[src/rtl/mul_share_pkg.sv]
// Shared types and widths for the time-multiplexed 16x16 signed multiplier controller.
package mul_share_pkg;
  localparam int OP_W   = 16;
  localparam int PROD_W = 32;

  typedef enum logic [1:0] {
    IDLE = 2'd0,
    CALC = 2'd1,
    RESP = 2'd2
  } state_e;
endpackage

[src/rtl/mul_tc_16_16.sv]
// Combinational 16x16 two's-complement multiplier with full 32-bit product.
module mul_tc_16_16 (
  input  logic [15:0] a,
  input  logic [15:0] b,
  output logic [31:0] product
);
  assign product = 32'($signed(a)) * 32'($signed(b));
endmodule

[src/rtl/rr_arbiter.sv]
// Combinational round-robin arbiter: first requester at or after ptr wins, wrapping mod N.
module rr_arbiter #(
  parameter int N = 4
) (
  input  logic [N-1:0]         req,
  input  logic [$clog2(N)-1:0] ptr,
  input  logic                 en,
  output logic [N-1:0]         gnt,
  output logic [$clog2(N)-1:0] gnt_idx
);
  localparam int IW = $clog2(N);

  function automatic logic [IW-1:0] wrap_idx(input logic [IW-1:0] base, input int k);
    return IW'((int'(base) + k) % N);
  endfunction

  // Scan from farthest to nearest so the requester closest to ptr is written last and wins.
  always_comb begin
    gnt     = '0;
    gnt_idx = '0;
    for (int k = N - 1; k >= 0; k--) begin
      if (en && req[wrap_idx(ptr, k)]) begin
        gnt                  = '0;
        gnt[wrap_idx(ptr, k)] = 1'b1;
        gnt_idx              = wrap_idx(ptr, k);
      end
    end
  end
endmodule

[src/rtl/mul_share_ctrl.sv]
// Shares one registered-in/registered-out signed multiplier among N_REQ requesters
// with round-robin grant and a single tagged response channel.
module mul_share_ctrl
  import mul_share_pkg::*;
#(
  parameter int N_REQ = 4,
  localparam int ID_W = $clog2(N_REQ)
) (
  input  logic                  clk,
  input  logic                  rst,
  input  logic [N_REQ-1:0]      req_valid,
  output logic [N_REQ-1:0]      req_ready,
  input  logic [N_REQ*16-1:0]   req_a,
  input  logic [N_REQ*16-1:0]   req_b,
  output logic                  rsp_valid,
  input  logic                  rsp_ready,
  output logic [ID_W-1:0]       rsp_id,
  output logic [PROD_W-1:0]     rsp_product,
  output logic                  busy
);
  // Handshake: a transfer happens on a rising edge where valid and ready are both high;
  // a request is granted only when the response slot is empty or being retired that cycle.
  state_e             state_q, state_d;
  logic [ID_W-1:0]    ptr_q, id_q, gnt_idx;
  logic [N_REQ-1:0]   gnt;
  logic [OP_W-1:0]    op_a, op_b, sel_a, sel_b;
  logic [PROD_W-1:0]  product;
  logic               grant_en, accept;

  assign grant_en  = (state_q == IDLE) || ((state_q == RESP) && rsp_ready);
  assign accept    = |gnt;
  assign req_ready = gnt;
  assign rsp_valid = (state_q == RESP);
  assign busy      = (state_q != IDLE);

  rr_arbiter #(.N(N_REQ)) u_arb (
    .req     (req_valid),
    .ptr     (ptr_q),
    .en      (grant_en),
    .gnt     (gnt),
    .gnt_idx (gnt_idx)
  );

  mul_tc_16_16 u_mul (
    .a       (op_a),
    .b       (op_b),
    .product (product)
  );

  always_comb begin
    sel_a = '0;
    sel_b = '0;
    for (int i = 0; i < N_REQ; i++) begin
      if (gnt[i]) begin
        sel_a = req_a[i*OP_W +: OP_W];
        sel_b = req_b[i*OP_W +: OP_W];
      end
    end
  end

  always_comb begin
    state_d = state_q;
    case (state_q)
      IDLE:    if (accept) state_d = CALC;
      CALC:    state_d = RESP;
      RESP:    if (rsp_ready) state_d = accept ? CALC : IDLE;
      default: state_d = IDLE;
    endcase
  end

  always_ff @(posedge clk) begin
    if (rst) begin
      state_q     <= IDLE;
      ptr_q       <= '0;
      op_a        <= '0;
      op_b        <= '0;
      id_q        <= '0;
      rsp_id      <= '0;
      rsp_product <= '0;
    end else begin
      state_q <= state_d;
      if (accept) begin
        op_a  <= sel_a;
        op_b  <= sel_b;
        id_q  <= gnt_idx;
        ptr_q <= (gnt_idx == ID_W'(N_REQ - 1)) ? '0 : gnt_idx + ID_W'(1);
      end
      if (state_q == CALC) begin
        rsp_product <= product;
        rsp_id      <= id_q;
      end
    end
  end
endmodule

[config.mk]
export PLATFORM = sky130hd
export DESIGN_NAME = mul_share_ctrl
export DESIGN_NICKNAME = d
export VERILOG_FILES = /design/src/rtl/mul_share_pkg.sv /design/src/rtl/mul_tc_16_16.sv /design/src/rtl/rr_arbiter.sv /design/src/rtl/mul_share_ctrl.sv
export SDC_FILE = /design/constraint.sdc
export NUM_CORES = 1
export LEC_CHECK = 0
export ABC_AREA = 1
export CORE_AREA = 5 5 162 164
export CTS_CLUSTER_SIZE = 16
export DETAILED_ROUTE_END_ITERATION = 7
export DIE_AREA = 0 0 167 169
export PLACE_DENSITY = 0.84
export SLEW_MARGIN = 20
export SYNTH_ARGS = -nofsm -noshare
export SYNTH_HDL_FRONTEND = slang
export SYNTH_SLANG_ARGS = --single-unit
[constraint.sdc]
create_clock -name clk -period 10.7 [get_ports clk]
set_input_delay 2.14 -clock clk [delete_from_list [all_inputs] [get_ports clk]]
set_output_delay 2.14 -clock clk [all_outputs]
set_load 0.05 [all_outputs]
; Yosys cells after proc, flatten, opt, wreduce, memory -nomap -nowiden
; Cells that the tools add are included.
[classes]
add_sub_neg = 4
multipliers = 1
magnitude_cmp = 8
eq_ne = 5
n_mux = 37
n_reduce_logical = 14
[ops]
columns = op, n
row1 = 16-bit two-way mux, 8
row2 = 16-bit by 16-bit multiplier with 32-bit output, 1
row3 = 4-bit two-way mux, 4
row4 = 2-bit two-way mux, 7
row5 = 2-bit by 3-bit < comparator with 1-bit output (second input constant), 4
row6 = 1-bit logical AND, 9
row7 = 1-bit two-way mux, 9
row8 = 1-bit binary-select mux with 2-bit select, 4
row9 = 1-bit demux with 2-bit select, 4
row10 = 2-bit by 1-bit greater-or-equal comparator with 1-bit output (second input constant), 4
row11 = 2-bit one-hot mux with 3 select lines, 1
row12 = 2-bit by 1-bit adder with 2-bit output (second input constant), 2
row13 = 2-bit adder (second input constant), 2
row14 = 2-bit == test (second input constant), 2
row15 = 4-bit OR reduction, 1
row16 = 2-bit by 1-bit == test with 1-bit output (second input constant), 1
row17 = 2-bit logical NOT, 1
row18 = 2-bit by 1-bit != test with 1-bit output (second input constant), 1
row19 = 2-bit != test (second input constant), 1
row20 = 2-bit AND reduction, 1
row21 = 2-bit nonzero test, 1
row22 = 1-bit logical OR, 1
[word_totals]
ff_bits = 72
out_inout_bits = 40

; Depth between registers and ports, before layout
[depth]
ltp_word = 13
ltp_mapped = 30

; Cells and area by module
; From an unflattened synthesis, not the netlist that was laid out.
[hier_totals]
cells_unflattened = 2163
area_unflattened_um2 = 15030.7
[by_module_without_submodules]
columns = module, n_inst, cells_per_inst, area_per_inst_um2, seq_area_each_um2
row1 = mul_tc_16_16, 1, 1468, 10824.1, 0.0
row2 = mul_share_ctrl, 1, 601, 3704.8, 1441.4
row3 = rr_arbiter, 1, 94, 501.7, 0.0

; Worst setup path after synthesis
; Ideal clock, no wire load.
[synth_path]
kind = register -> register
from = register op_b[2]
to = register rsp_product[31]
setup_time_ps = 109
arrival_ps = 5673
path_slack_ps = 4918
stages_incl_launch_ff = 24
period_less_slack_ps = 5782
cell_sequence = dfxtp_1 > clkbuf_1 > clkbuf_1 > nand2_1 > fa_1 > inv_1 > fa_1 > fa_1 > fa_1 > fa_1 > inv_1 > fa_1 > inv_1 > ha_1 > nand2_1 > o21ai_0 > a21oi_1 > o211ai_1 > inv_1 > nand2_1 > xor2_1 > nand2_1 > nand2_1 > inv_1
[synth_between]
elab_chain_len = 1
[synth_lines]
columns = element, line_no
row1 = "start, declared", mul_share_ctrl.sv:26  ; logic [OP_W-1:0] op_a, op_b, sel_a, sel_b;
row2 = "start signal, assigned", mul_share_ctrl.sv:84  ; op_b <= sel_b;
row3 = 16-bit by 16-bit multiplier with 32-bit output, mul_tc_16_16.sv:7  ; assign product = 32'($signed(a)) * 32'($signed(b));
row4 = "end signal, assigned", mul_share_ctrl.sv:89  ; rsp_product <= product;
row5 = "end, declared", mul_share_ctrl.sv:18  ; output logic [PROD_W-1:0] rsp_product,
; No other way between the ends.
; A chain may end at the register's enable or synchronous reset.

; Final worst setup path
[layout_path]
from = input port rsp_ready
to = output port req_ready[1]
[layout_between]
elab_chain_len = 7
elab_cells_between_ends = 10
classes_between = mux: 4 / reduce/logical: 6
[layout_lines]
columns = element, line_no
row1 = "start, declared", mul_share_ctrl.sv:16  ; input logic rsp_ready,
row2 = 1-bit logical AND (*), mul_share_ctrl.sv:30  ; assign grant_en = (state_q == IDLE) || ((state_q == RESP) && rsp_ready);
row3 = 1-bit logical OR (*), mul_share_ctrl.sv:30
row4 = 1-bit logical AND, rr_arbiter.sv:22  ; if (en && req[wrap_idx(ptr, k)]) begin
row5 = 4-bit two-way mux (3 in a row), rr_arbiter.sv:22
row6 = 4-bit two-way mux (*), rr_arbiter.sv:22
row7 = "end, declared", mul_share_ctrl.sv:12  ; output logic [N_REQ-1:0] req_ready,
; Every way passes the cells marked *; elsewhere a longest branch is shown, timed or not.

==> impl_metrics.toml <==
[setup_path]
crit_path_end_kind = "output pin"
path_cells = "clkdlybuf4s50_1 > nand2_1 > nand2_1 > nand2_1 > nor2_2 > nand2_1 > nand2_4 > inv_1 > clkdlybuf4s50_1"
reg2regPathDepth = 21
cp.required_ns = 8.56
crit_slowest_cell = "clkdlybuf4s50_1"
cpPeakStageDelay_ns = 0.78
worstSetupPathType = "input pin to output pin"
cp_num_buf_inv = 3
crit_path_start_kind = "input pin"
crit_path_frequent_cell = "nand2_1"
r2r-end = "rsp_product[17]$_SDFFE_PP0N_"
critPathTopFamily = "simple AND/OR/NAND/NOR gates"
arrival_ns = 5.47
r2r_start = "op_a[7]$_SDFFE_PP0P_"
r2r_setup_slack_ns = 4.11
worst-path-max-fanout = 35

[timing]
post-route-min-period_ns = 7.605
tightest_slew_ns = 0.9890
finClkSkew_ns = 0.009339
maxSlewHeadroom_pct = 33.97
setup_slack_ns = 3.095
timing.hold.ws_ns = 0.4785
rsz0062_at_grt = "no"
drv_slew = 0
timing.fmax_mhz = 131.5
hold_violations = 0
setup_tns_ns = 0
setup_viol = 0
period_share_pct = 71.08

[route]
first_pass_iters = 5
vias = 12850
routed_wl_um = 40200
ant_nets = 0
routedWlPerCell_um = 16.70
drt-initial-drc-count = 1025
routed_via_density = 5.340
drc = 0

[finish]
synthToLayoutAreaGrowth_pct = 14.05
layout_common_cells = "inv_1, nand2_1, fa_1"
seqCellArea_um2 = 1441
final_common_cell = "inv_1"
n_antenna_cell = 0
fill_cells = 2066
multiInputGateArea_um2 = 10770
drive_gt1_share_pct = 3.274
final_nets = 2559

[logic_synthesis]
synth_nets = 2475
synth_cell_types = 43
synth_area_um2 = 14550
synthCells = 1988
yosysSeqAreaShare_pct = 9.908
synth_largest_area_cell = "fa_1"
post_synth.cell_area_avg_um2 = 7.318
ys_seq_elements = 72
synth_edf_count = 0
yosys_warnings = 0
synth-main-ff-cell = "dfxtp_1"
async_flop_share_pct = 0
yosysTopAreaCellShare_pct = 36.05
synth.top_cells.by_area = "fa_1, inv_1, nand2_1"

[clocking]
cts_htree_levels = 3
post_cts_buffers = 0
ctsResizeCount = 0
ctsHoldBuffers = 0
tritoncts = "yes"
cts_buffers = 9
clk_path_buf_depth = 2
clk-insertion-delay-late_ns = 0.34
cts_sinks = 72
path_clk_slew_ns = 0.07
root_buffer = "clkbuf_16"

[job]
max-cap-violations = 0

[worst_hold_path]
holdPathEnd = "rsp_product[0]$_SDFFE_PP0N_"
min_path_type = "flip-flop to flip-flop"
holdPathStages = 2
holdCritStartpoint = "rsp_product[0]$_SDFFE_PP0N_"

[place]
gp_congestion = 0.9557
place_ws_ns = 3.150
hpwl_um = 32770
numPortBuffers = 174

[global_routing]
antenna_found_initial = 0
grt_overflow = 0
grt_pass1_vias = 13960
grt_max_degree = 61
track_usage_pct = 29.40
grt_pass1_wl_um = 67790

[die]
fp.dieArea_um2 = 28220
num_rows = 58
start_util_pct = 58.79
io_pins = 175
core_area_um2 = 24750
die_x_um = 167
die_h_um = 169

[run_status]
status = "complete, no violations"
synth_stat cells, types with 3 or more instances:
master and count:
o211ai_1 5, a21oi_1 70, ha_1 90, or2_2 27, buf_6 3, inv_1 502
fa_1 262, clkbuf_1 83, inv_2 3, nand2_1 440, xnor2_1 12, or2_0 10
nor3_1 7, buf_2 13, nor2_2 3, o21ai_0 56, nor2_1 105, dfxtp_1 72
nand4_1 6, nand2_2 4, nand3_1 156, a21boi_0 3, o21bai_1 4, xor2_1 20
a21o_1 4, a31oi_1 3
layer usage:
layer | vias to the layer above | part of all wire [%] | track usage [%]
li1 | 5992 | - | -
met1 | 6207 | 39 | 37.78
met2 | 528 | 50 | 50.81
met3 | 126 | 7.4 | 4.928
met4 | 0 | 3.5 | 9.890
met5 | - | 0 | 0
state kept, by name (all words and copies together), names as in the netlist:
signal       cells
rsp_id           2
op_b            16
rsp_product     32
state_q          2
ptr_q            2
id_q             2
op_a            16
worst max-delay path by stage:
stage / startpoint / end / slack, ns / depth (start not counted)
CTS: rsp_ready / req_ready[1] / 3.14 / 9
global placement: rsp_ready / req_ready[1] / 3.22 / 9
global route: rsp_ready / req_ready[1] / 2.78 / 9
floorplan: op_b[2]$_SDFFE_PP0P_ / rsp_product[31]$_SDFFE_PP0N_ / 4.92 / 23
detailed placement: rsp_ready / req_ready[1] / 3.15 / 9
finish: rsp_ready / req_ready[1] / 3.09 / 9
worst reg2reg max path, stage by stage (launching register included):
cell	delay (ns)
dfxtp_1	0.94
nand2_1	0.18
fa_1	0.58
inv_1	0.06
fa_1	0.51
inv_1	0.07
fa_1	0.53
inv_1	0.05
fa_1	0.46
fa_1	0.51
inv_1	0.07
fa_1	0.55
inv_1	0.06
ha_1	0.33
a21oi_1	0.23
a21boi_0	0.33
nand2_1	0.13
a31oi_1	0.33
o21ai_0	0.17
xor2_1	0.18
o21ai_0	0.18
inv_1	0.05
through the flow:
step	utilization, %	cell area (µm²)	std cells
after floorplan	-	14550	1988
after global placement	65.80	16280	2391
after detailed placement	65.80	16280	2391
after CTS	67.05	16590	2407
after global routing	67.05	16590	2407
final	67.05	16590	2407
cell type report:
cell class	count	area share [%]
clock buffers	9	1.357
clock inverters	7	0.5128
inverters	508	11.51
multi-input cells	1305	64.89
flip-flops and latches	72	8.687
well taps	330	2.488
repair buffers	176	10.56
cell families (layout without fill, tap and decap cells):
group | count (synthesis) | in the layout | share of synthesized area, %
simple gates | 768 | 768 | 22.57
buf+inv | 611 | 700 | 16.10
fa+ha+maj | 352 | 352 | 43.79
compound gates | 153 | 153 | 5.702
flops | 72 | 72 | 9.908
xor+xnor | 32 | 32 | 1.927
Power is not shown: default switching activity piles up to over one toggle a cycle in this logic, so the estimate is an artifact.
